### config.mk
export PLATFORM = sky130hd
export DESIGN_NAME = uart_rx_fifo
export DESIGN_NICKNAME = d
export VERILOG_FILES = /design/src/rtl/uart_rx_fifo.sv
export SDC_FILE = /design/constraint.sdc
export NUM_CORES = 1
export LEC_CHECK = 0
export CAP_MARGIN = 0
export CELL_PAD_IN_SITES_DETAIL_PLACEMENT = 0
export CELL_PAD_IN_SITES_GLOBAL_PLACEMENT = 1
export CORE_MARGIN = 2
export CORE_UTILIZATION = 52
export DETAILED_ROUTE_END_ITERATION = 12
export PLACE_DENSITY_LB_ADDON = 0.1
export SKIP_CTS_REPAIR_TIMING = 1
export SLEW_MARGIN = 10
export SYNTH_ARGS = -nofsm -noshare
export SYNTH_HDL_FRONTEND = slang
export SYNTH_SLANG_ARGS = --single-unit
export TNS_END_PERCENT = 30
### constraint.sdc
create_clock -name clk -period 4.2 [get_ports clk]
set_clock_uncertainty 0.2 [all_clocks]
set_input_delay 0.84 -clock clk [delete_from_list [all_inputs] [get_ports clk]]
set_output_delay 0.84 -clock clk [all_outputs]
set_load 0.01 [all_outputs]
### src/rtl/uart_rx_fifo.sv
// Receive byte FIFO between uart_rx and the bus: registered read data one cycle after an accepted read.
// full_o backpressures the receiver; a write while full with no read is dropped and sets sticky ovf_o.
module uart_rx_fifo #(
  parameter int DEPTH  = 16,
  parameter int AW     = 4,
  parameter int THRESH = 8
) (
  input  logic          clk,
  input  logic          rst_n,
  input  logic          we_i,
  input  logic [7:0]    data_i,
  output logic          full_o,
  input  logic          re_i,
  output logic [7:0]    data_o,
  output logic          empty_o,
  output logic [AW:0]   count_o,
  output logic          thresh_o,
  output logic          ovf_o,
  input  logic          ovf_clr_i,
  input  logic          flush_i
);

  localparam logic [AW:0] DEPTH_C  = (AW+1)'(DEPTH);
  localparam logic [AW:0] THRESH_C = (AW+1)'(THRESH);

  logic [7:0]    mem [DEPTH];
  logic [AW-1:0] wr_ptr;
  logic [AW-1:0] rd_ptr;
  logic          wr_ok;
  logic          rd_ok;
  logic          drop;

  assign full_o   = (count_o == DEPTH_C);
  assign empty_o  = (count_o == '0);
  assign thresh_o = (count_o >= THRESH_C);

  // A read in the same cycle frees the slot a write into a full FIFO needs.
  assign rd_ok = re_i & ~empty_o & ~flush_i;
  assign wr_ok = we_i & (~full_o | (re_i & ~empty_o)) & ~flush_i;
  assign drop  = we_i & full_o & ~re_i & ~flush_i;

  always_ff @(posedge clk) begin
    if (wr_ok) begin
      mem[wr_ptr] <= data_i;
    end
  end

  always_ff @(posedge clk or negedge rst_n) begin
    if (!rst_n) begin
      wr_ptr  <= '0;
      rd_ptr  <= '0;
      count_o <= '0;
      data_o  <= 8'h00;
    end else if (flush_i) begin
      wr_ptr  <= '0;
      rd_ptr  <= '0;
      count_o <= '0;
      data_o  <= 8'h00;
    end else begin
      if (wr_ok) begin
        wr_ptr <= wr_ptr + 1'b1;
      end
      if (rd_ok) begin
        rd_ptr <= rd_ptr + 1'b1;
        data_o <= mem[rd_ptr];
      end
      if (wr_ok && !rd_ok) begin
        count_o <= count_o + 1'b1;
      end else if (rd_ok && !wr_ok) begin
        count_o <= count_o - 1'b1;
      end
    end
  end

  // Flush leaves the overflow flag alone; only ovf_clr_i clears it, and a new drop wins.
  always_ff @(posedge clk or negedge rst_n) begin
    if (!rst_n) begin
      ovf_o <= 1'b0;
    end else if (drop) begin
      ovf_o <= 1'b1;
    end else if (ovf_clr_i) begin
      ovf_o <= 1'b0;
    end
  end

endmodule

==> impl_metrics.py <==
metrics = {
    "status": {
        "outcome": "finished with violations",
        "violations": "design-rule violations",
    },
    "run": {
        "cap_violations": 0,
    },
    "finish": {
        "fin_util_pct": 63.30,
        "drive_gt1_share_pct": 21.86,
        "areaGrowthSynthToFinish_pct": 17.77,
        "insertedDiodeCount": 0,
        "layout.nets": 409,
        "nFillCells": 842,
    },
    "clock_network": {
        "cts_made_buffers": 17,
        "cts-root-buf": "clkbuf_16",
        "cts_sinks": 150,
        "cts_tree": "done",
        "path_clk_slew_ns": 0.06,
        "h-tree-depth": 4,
        "clk_latency_ns": 0.42,
        "clockBufferDepth": 2,
    },
    "synthesis": {
        "yosys.area.top_type": "edfxtp_1",
        "synth_top_family_by_area": "multiplexers",
        "synth_flop_cell": "edfxtp_1",
        "yosys.area_share.simple_pct": 5.134,
        "synth_cell_types": 39,
        "synth.avg_cell_area_um2": 18.42,
        "synth_common_cells": "edfxtp_1 (128), mux4_2 (32), nor2_1 (29)",
        "ys_top_cells_by_area": "edfxtp_1 (62%), mux4_2 (12%), dfrtp_1 (8.9%)",
        "async_flop_share_pct": 14.67,
        "synth.top_cell.area_share_pct": 62.10,
        "syn_inst": 336,
        "yosys_warnings": 0,
        "synth_xor_area_share_pct": 0.9905,
        "netlist_area_mm2": 0.006190,
        "synth_fp_nets": 360,
        "synth_fa_ha_area_share_pct": 2.143,
        "synth_compound_area_share_pct": 3.618,
        "synth_edf_count": 128,
        "seq_area_frac_synth_pct": 70.99,
        "yosysMostFrequentCell": "edfxtp_1",
        "synthMuxAreaShare_pct": 15.26,
        "synth_seq_cells": 150,
    },
    "global_routing": {
        "grt_max_degree": 34,
        "grt_pass1_vias": 3185,
        "gr-usage-met1_pct": 30.71,
        "grt_util_met2_pct": 31.46,
        "gr-max-usage-layer": "met2",
        "antenna_found_initial": 0,
        "grt.total_usage_pct": 20.92,
        "overflow": 0,
        "use_met3_pct": 4.606,
        "grt_pass1_wl_um": 18990,
    },
    "die": {
        "dieArea_mm2": 0.01279,
        "io_pins": 31,
        "initial_core_util_pct": 53.75,
        "rows": 39,
        "die_w_um": 113.1,
        "dieHeight_um": 113.1,
        "core_mm2": 0.01152,
    },
    "sta": {
        "fin_crit_sh_pct": 80.64,
        "layout_setup_ws_ns": 0.8132,
        "maxClockFrequency_mhz": 295.3,
        "grt_setup_unrepaired": "false",
        "setup-violations-final": 0,
        "maxSlewViolCount": 0,
        "finalSetupTns_ns": 0,
        "period_minus_slack_ns": 3.387,
        "worst_slew_pin_slew_ns": 1.031,
        "timing.final.hold_violations": 0,
        "relSlewSlack_pct": 31.04,
    },
    "placed_design": {
        "dp_hpwl_um": 7689,
        "io_buffers": 30,
        "dpl_worst_slack_ns": 0.5303,
        "place_congestion": 0.7507,
    },
    "worst_setup_path": {
        "cpPeakStageDelay_ns": 0.66,
        "crit_fanout": 15,
        "worstSetupStartpointType": "flop",
        "required_ns": 4.34,
        "path_class": "flop to flop",
        "critPathArrivalTime_ns": 3.52,
        "path_cells": "or4_4 > o21ai_2 > nand3b_1 > ha_1 > a21oi_1 > nand3_1 > a2111oi_0 > o21bai_1",
        "slowest_stage": "or4_4",
        "critPathCaptureType": "flop",
    },
    "drt": {
        "via_per_inst": 5.782,
        "vias": 3128,
        "drc": 4,
        "ant_nets": 0,
        "wl_per_cell_um": 22.36,
        "wl_um": 12100,
        "dr.pass1.iters": 8,
        "initialDrtViolationCount": 313,
    },
    "pwr": {
        "p_int_mw": 2.926,
        "ir_drop_mv": 0.3810,
        "p_switching_mw": 1.023,
        "pwr-share-seq_pct": 44.7,
        "power.leakage_nw": 2.471,
        "power.density_mw_per_mm2": 541.7,
        "clkPwrFrac_pct": 36.1,
        "swShare_pct": 25.92,
        "pwr-share-comb_pct": 19.2,
    },
    "min_path": {
        "hp-class": "flop to flop",
    },
}
==> routing by layer <==
layer | wire length (um) | up-vias | share of wire [%]
met2 | 5949 | 71 | 49
met3 | 484 | 10 | 4.0
met1 | 5513 | 1607 | 46
li1 | - | 1440 | -
met4 | 149 | 0 | 1.2
met5 | 0 | - | 0
==> placed cells by master (no fill, tap or decap), drive strengths merged, types with 6 or more instances in the layout <==
master | netlist | routed
dfrtp | 22 | 22
inv | 6 | 8
clkinv | 0 | 11
edfxtp | 128 | 128
mux4 | 32 | 32
nor2 | 29 | 29
nand3b | 10 | 10
o221ai | 8 | 8
clkbuf | 10 | 17
ha | 9 | 9
clkdlybuf4s50 | 0 | 30
buf | 10 | 20
nand2 | 6 | 6
mux2i | 19 | 19
==> sequential cells by signal, indices dropped and copies added, names as in the netlist <==
name and cells:
count_o 5, data_o 8, mem 128, ovf_o 1, rd_ptr 4, wr_ptr 4
==> metrics by stage <==
step / total power [mW] / hold WS (ns) / instance area, um^2 / cells
after detailed placement: 2.566 / 0.2918 / 6729 / 509
after global placement: 2.553 / 0.2701 / 6729 / 509
final: 3.949 / 0.2920 / 7289 / 541
after global routing: 4.126 / 0.3290 / 7289 / 541
after CTS: 3.992 / 0.3047 / 7289 / 541
after floorplan: 2.286 / 0.3157 / 6190 / 336
==> cells by family after synthesis <==
kind of cell               Yosys count
adders and majority gates           10
AOI/OAI and AO/OA                   27
DFF                                150
muxes                               54
xor gates and xnor gates             7
and+or+nand+nor                     62
buffers and inverters               26
==> worst max-delay path: cells and delay by family (launching register included) <==
family / cells / cell delay, ns
AOI/OAI and AO/OA: 4 / 1.23
and+or+nand+nor: 3 / 1.07
DFF: 1 / 0.43
adders and majority gates: 1 / 0.39
==> area by class of cell <==
class / instances / area (um^2) / area share [%]
timing repair buffer: 50 / 450.4 / 6.179
multi-input combinational: 160 / 1680 / 23.05
clock buffer: 17 / 425.4 / 5.836
inverter: 6 / 22.52 / 0.3090
clock inverter: 15 / 135.1 / 1.854
tap: 143 / 178.9 / 2.455
sequential: 150 / 4397 / 60.32
==> final timing paths <==
kind,startpoint,to,slack [ns],cells after the start
min in group asynchronous,rst_n,count_o[0]$_DFFE_PN0P_,0.79,1
worst max-delay path,count_o[1]$_DFFE_PN0P_,count_o[3]$_DFFE_PN0P_,0.81,8
worst max register to register,count_o[1]$_DFFE_PN0P_,count_o[3]$_DFFE_PN0P_,0.81,8
worst min register to register,ovf_o$_DFFE_PN0P_,ovf_o$_DFFE_PN0P_,0.29,2
max in group asynchronous,rst_n,rd_ptr[1]$_DFFE_PN0P_,2.32,1
worst min-delay path,ovf_o$_DFFE_PN0P_,ovf_o$_DFFE_PN0P_,0.29,2
==> power groups by stage <==
stage	clock, mW	combinational [mW]	sequential (mW)
final	1.43	0.758	1.77
after global routing	1.51	0.834	1.78
after CTS	1.45	0.772	1.77
after detailed placement	0	0.768	1.80
after global placement	0	0.758	1.79
after floorplan	0	0.514	1.77
Power figures use the tool's default switching activity.
